==> src/rtl/gear_input_conditioner.sv <==
// Gear input conditioner: sync, debounce and plausibility checks
// for the landing gear controller sensor and lever inputs.
module gear_input_conditioner #(
  parameter int DEBOUNCE_CYCLES = 4,
  parameter int TRANSIT_CYCLES  = 1024
) (
  input  logic Clock,
  input  logic Clear,
  input  logic RawGearIsDown,
  input  logic RawGearIsUp,
  input  logic RawPlaneOnGround,
  input  logic RawLever,
  output logic GearIsDown,
  output logic GearIsUp,
  output logic PlaneOnGround,
  output logic Lever,
  output logic Changed,
  output logic SensorFault,
  output logic TransitFault
);

  localparam int CW = $clog2(DEBOUNCE_CYCLES + 1);
  localparam int TW = $clog2(TRANSIT_CYCLES + 1);
  localparam logic [CW-1:0] DLAST = CW'(DEBOUNCE_CYCLES - 1);
  localparam logic [TW-1:0] TMAX  = TW'(TRANSIT_CYCLES);
  localparam logic [TW-1:0] TLAST = TW'(TRANSIT_CYCLES - 1);
  // Bit order: down, up, on-ground, lever; safe state is on ground.
  localparam logic [3:0] SAFE = 4'b1010;

  logic [3:0]    raw;
  logic [3:0]    sync1;
  logic [3:0]    sync2;
  logic [3:0]    level;
  logic [3:0]    upd;
  logic [CW-1:0] cnt [4];
  logic [TW-1:0] tcnt;
  logic          in_transit;
  logic          changed;
  logic          sensor_fault;
  logic          transit_fault;

  assign raw = {RawGearIsDown, RawGearIsUp,
                RawPlaneOnGround, RawLever};

  assign in_transit = !level[3] && !level[2];

  // Channels whose mismatch run completes on this edge.
  always_comb begin
    upd = '0;
    for (int i = 0; i < 4; i++) begin
      upd[i] = (sync2[i] != level[i]) && (cnt[i] == DLAST);
    end
  end

  // Two-flop synchronizer per channel.
  always_ff @(posedge Clock) begin
    if (Clear) begin
      sync1 <= SAFE;
      sync2 <= SAFE;
    end else begin
      sync1 <= raw;
      sync2 <= sync1;
    end
  end

  // Per-channel debounce counters and output levels.
  always_ff @(posedge Clock) begin
    if (Clear) begin
      level <= SAFE;
      for (int i = 0; i < 4; i++) cnt[i] <= '0;
    end else begin
      for (int i = 0; i < 4; i++) begin
        if (sync2[i] == level[i]) begin
          cnt[i] <= '0;
        end else if (upd[i]) begin
          level[i] <= sync2[i];
          cnt[i]   <= '0;
        end else begin
          cnt[i] <= cnt[i] + CW'(1);
        end
      end
    end
  end

  // Single pulse for any set of simultaneous level updates.
  always_ff @(posedge Clock) begin
    if (Clear) changed <= 1'b0;
    else       changed <= |upd;
  end

  // Sticky conflict flag on both limit switches.
  always_ff @(posedge Clock) begin
    if (Clear) sensor_fault <= 1'b0;
    else       sensor_fault <= sensor_fault | (level[3] & level[2]);
  end

  // Saturating transit timer, zeroed by either limit switch.
  always_ff @(posedge Clock) begin
    if (Clear)            tcnt <= '0;
    else if (!in_transit) tcnt <= '0;
    else if (tcnt != TMAX) tcnt <= tcnt + TW'(1);
  end

  // Sticky timeout flag, set as the timer reaches its limit.
  always_ff @(posedge Clock) begin
    if (Clear)
      transit_fault <= 1'b0;
    else if (in_transit && tcnt == TLAST)
      transit_fault <= 1'b1;
  end

  assign GearIsDown    = level[3];
  assign GearIsUp      = level[2];
  assign PlaneOnGround = level[1];
  assign Lever         = level[0];
  assign Changed       = changed;
  assign SensorFault   = sensor_fault;
  assign TransitFault  = transit_fault;

endmodule

==> config.mk <==
export PLATFORM = sky130hd
export DESIGN_NAME = gear_input_conditioner
export DESIGN_NICKNAME = d
export VERILOG_FILES = /design/src/rtl/gear_input_conditioner.sv
export SDC_FILE = /design/constraint.sdc
export NUM_CORES = 1
export LEC_CHECK = 0
export BUFFER_PORTS_ARGS = -buffer_cell sky130_fd_sc_hd__buf_2
export CORE_MARGIN = 5
export CORE_UTILIZATION = 45
export CTS_BUF_LIST = sky130_fd_sc_hd__clkbuf_8
export DETAILED_ROUTE_END_ITERATION = 10
export PLACE_DENSITY_LB_ADDON = 0.2
export SLEW_MARGIN = 20
export SYNTH_ARGS = -nofsm -noshare
export SYNTH_HDL_FRONTEND = slang
export SYNTH_SLANG_ARGS = --single-unit
==> constraint.sdc <==
create_clock -name Clock -period 3.1 [get_ports Clock]
set_clock_uncertainty 0.1 [all_clocks]
set_input_delay 0.62 -clock Clock [delete_from_list [all_inputs] [get_ports Clock]]
set_output_delay 0.62 -clock Clock [all_outputs]
set_load 0.02 [all_outputs]
* Word-level counts from Yosys, hierarchy flattened *
Memories as Yosys holds them, arrays and structs flattened.
Index checks and enable logic that the tools add are counted.

storage, ports and cells
  register bits = 26
  bits in writable memories = 12
  input bits = 6
  memories kept = 1

cells by class
  add/subtract/negate cells = 5
  equality and inequality tests = 14
  muxes and demuxes = 58
  bitwise operators = 19
  reduce and logical (&&, ||, !) cells = 14

memory list
  memory  words  bits a word  read ports  clocked after Yosys merged registers in  wr ports  RTL line  source
  cnt     4      3            4           0                                        4         35        logic [CW-1:0] cnt [4];

operators with widths
  operator                 count
  $mux W1                  46
  $mux W3                  12
  $or A1 B1 Y1             13
  $add A3 B1 Y3 const B    4
  $eq A3 B2 Y1 const B     4
  $add A11 B1 Y11 const B  1
  $eq A11 B10 Y1 const B   1
  $ne A11 B11 Y1 const B   1
  $reduce_and A2 Y1        4
  $logic_and A1 B1 Y1      6
  $not A1 Y1               5
  $eq A1 B1 Y1             4
  $ne A1 B1 Y1             4
  $reduce_or A4 Y1         1
  $logic_not A1 Y1         2
  $reduce_or A2 Y1         1
  $and A1 B1 Y1            1

* Depth between registers and ports, before layout *
  depth in word-level cells = 8
  gate-level depth with buffers = 5
  gate-level depth less buffers = 5

* Least setup slack after synthesis *
No wires, ideal clock.

  path type = in2reg
  start point = input Clear
  end point = register tcnt[5]
  arrival = 1.616 ns
  data required time = 2.926 ns
  slack = 1.310 ns
  cell stages on the path = 4
  path through = or3_1 > clkbuf_1 > or4_1 > o21ai_0

between the ends
  cells in the longest elaborated chain, start to end = 1

RTL lines
  element                            RTL line  source
  start, declared                    8         input logic Clear,
  $reduce_or A2 Y1 (no source line)  n/a
  end signal, assigned               101       else if (tcnt != TMAX) tcnt <= tcnt + TW'(1);
  end, declared                      36        logic [TW-1:0] tcnt;

No other way between the ends.
A chain may end at the register's enable or synchronous reset.

* Worst setup path after layout *
  start point = register tcnt[0]
  end point = register tcnt[1]

between the ends
  cells in the longest elaborated chain, start to end = 1
  elaborated cells on any way between the ends = 2
  those cells by class = 1 x add/sub; 1 x eq/ne

RTL lines
  element                                            RTL line
  $add A11 B1 Y11 or $ne A11 B11 Y1 (tied branches)  101

Parallel ways exist; a longest one is shown, timed or not.

==> results.yml <==
synthesis:
  synth_top_area_cell: "dfxtp_1"
  synth_top_flop_cell: "dfxtp_1"
  synthCells: 154
  synthTopCellsByCount: "26 x dfxtp_1, 17 x nor2_1, 12 x edfxtp_1, 11 x inv_1, 10 x ha_1"
  synthMostInstantiatedCell: "dfxtp_1"
  synth.area.top_cells: "dfxtp_1 32%, edfxtp_1 22%, ha_1 7.8%"
  synth_edf_count: 12
  ys_seq_area_share_pct: 54.7
  syn-cell-area_mm2: 0.00161
  yosys_warnings: 0
  avgSynthCellArea_um2: 10.5
  async_reset_ff_share_pct: 0
  ys_types: 31
  yosysTopAreaCellShare_pct: 32.3
  ys_ff_latch: 38
clocking:
  clock_latency_ps: 290
  cts-root-buf: "clkbuf_8"
  hold_buffers: 0
  tritoncts: "done"
  post_cts_buffers: 0
  cts_buffer_depth: 2
  clkTransAtPathRegs_ps: 70
  cts_resized: 0
  htreeDepth: 2
  clock-sinks: 38
  cts_made_buffers: 5
finish:
  syn_to_final_growth_pct: 16.4
  finalCoreUtilization_pct: 55.3
  n_antenna_cell: 0
  layout.nets: 197
  drive_gt1_share_pct: 13.2
grt:
  grt_use_total_pct: 12.1
  grt_overflow_total: 0
  grt_first_pass_wirelength_um: 4720
  grt_pass1_vias: 1110
  grt_max_degree: 23
  grt_antenna_before_repair: 0
die:
  core_mm2: 0.00339
  fp-row-count: 21
  die_y_um: 69.8
  die_w_um: 69.8
  io_pins: 13
  initial_utilization_pct: 47.5
  fp.dieArea_mm2: 0.00487
critical_path:
  path_cells: "inv_1 -> ha_1 -> or4b_4 -> or4_1 -> a21oi_1"
  crit_fanout: 6
  cp_data_arrival_time_ps: 1990
  cp_data_required_time_ps: 3220
  max_stage_delay_ps: 500
  end_kind: "register"
  crit_type: "register to register"
  start_kind: "register"
  slowest_stage: "or4_1"
power:
  power_frac_seq_pct: 53.5
  vdd_drop_max_v: 0.000299
  internal_power_uw: 804
  switching_share_pct: 19.4
  p_comb_share_pct: 4.0
  leakage_uw: 0.000746
  p_switching_uw: 194
  p_clk_share_pct: 42.5
  p_per_area_mw_per_mm2: 532
drt:
  wl_met2_um: 1250
  route.met3.wl_um: 115
  via_count: 1157
  drt_wl_total_um: 2650
  top_layer: "met4"
  vias_per_cell: 5.07
  wl_met1_um: 1210
  drt_iter0_drc: 55
  ant_nets: 0
  avgRoutedWirePerCell_um: 11.6
  drc: 0
  dr.pass1.iters: 4
placed_design:
  place.gp.congestion: 0.836
  place.detailed.hpwl_um: 1970
  io_buffer_count: 12
timing:
  period_minus_slack_ps: 1870
  drv_slew: 0
  finalHoldViolCount: 0
  final-setup-viol-count: 0
  fin_crit_sh_pct: 60.4
  rsz0062_at_grt: "false"
  max_freq_ghz: 0.534
  tns_ps: 0
flow_run:
  cap_violations: 0
status:
  status: "completed"
min_path:
  hold_class: "register to register"
layer usage:
metal	track usage [%]	vias to the layer above
met5	0	-
met4	7.45	0
met3	3.62	7
met2	18.7	22
met1	14.6	541
li1	-	587
final timing paths:
kind	start	end	slack (ps)	cells past startpoint
max	tcnt[0]	tcnt[1]	1230	5
max reg2reg	tcnt[0]	tcnt[1]	1230	5
min	sync1[3]	sync2[3]	310	1
min reg2reg	sync1[3]	sync2[3]	310	1
flip-flops by register name, indices dropped and copies added, names as in the netlist:
| register | count |
|---|---|
| cnt | 12 |
| tcnt | 11 |
| level | 4 |
| sync1 | 4 |
| sync2 | 4 |
| Changed | 1 |
| SensorFault | 1 |
| TransitFault | 1 |
cell usage in the layout, fill, tap and decap left out, types with 2 or more instances in the layout:
| master | count |
|---|---|
| nand4_1 | 2 |
| o31ai_1 | 4 |
| and3_1 | 2 |
| nand2b_1 | 4 |
| edfxtp_1 | 12 |
| nand3_1 | 4 |
| a211o_1 | 2 |
| ha_1 | 10 |
| or2_2 | 4 |
| xor2_1 | 4 |
| mux2i_1 | 2 |
| xnor2_1 | 2 |
| nand2_1 | 5 |
| clkbuf_8 | 6 |
| a21oi_1 | 6 |
| conb_1 | 12 |
| nor2_1 | 17 |
| nor3_1 | 2 |
| or4_1 | 7 |
| dfxtp_1 | 26 |
| inv_1 | 12 |
| o21ai_0 | 6 |
| or3_1 | 5 |
| nor2b_1 | 6 |
| buf_2 | 12 |
power groups by stage:
| stage | sequential [uW] | clock, uW | combinational (uW) |
|---|---|---|---|
| after CTS | 534 | 434 | 41.0 |
| final | 534 | 423 | 40.2 |
| after global placement | 544 | 0 | 38.8 |
| after floorplan | 545 | 0 | 28.5 |
| after detailed placement | 545 | 0 | 40.6 |
| after global routing | 535 | 459 | 48.2 |
final cells by class:
class / instances / area [um2]
timing repair buffer: 12 / 60.1
fill: 304 / 1520
sequential: 38 / 881
tap: 46 / 57.6
clock inverter: 2 / 33.8
inverter: 11 / 41.3
multi-input combinational: 113 / 718
clock buffer: 6 / 82.6
worst max-delay path: cells and delay by family, from the launching register on:
| kind | cells | cell delay (ps) |
|---|---|---|
| AOI/OAI and AO/OA | 1 | 150 |
| adders and majority gates | 1 | 130 |
| buffers and inverters | 1 | 70 |
| DFF | 1 | 360 |
| and+or+nand+nor | 2 | 990 |
metrics by stage:
| step | hold WS [ps] | power (uW) | worst slack (ps) | cells | instance area (um2) |
|---|---|---|---|---|---|
| floorplan | 289 | 574 | 1310 | 165 | 1650 |
| global placement | 292 | 583 | 1050 | 220 | 1760 |
| detailed placement | 301 | 586 | 1030 | 220 | 1760 |
| CTS | 313 | 1010 | 1240 | 228 | 1870 |
| global route | 326 | 1040 | 1130 | 228 | 1870 |
| finish | 309 | 997 | 1230 | 228 | 1870 |
cell families after synthesis:
logic type	Yosys count	share of synthesized area, %
buf+inv	14	3.26
simple gates	61	20.9
flops	38	54.7
compound gates	22	8.63
xor+xnor	6	3.26
other cells	1	0.233
fa+ha+maj	10	7.77
mux	2	1.24
Power figures use the tool's default switching activity.
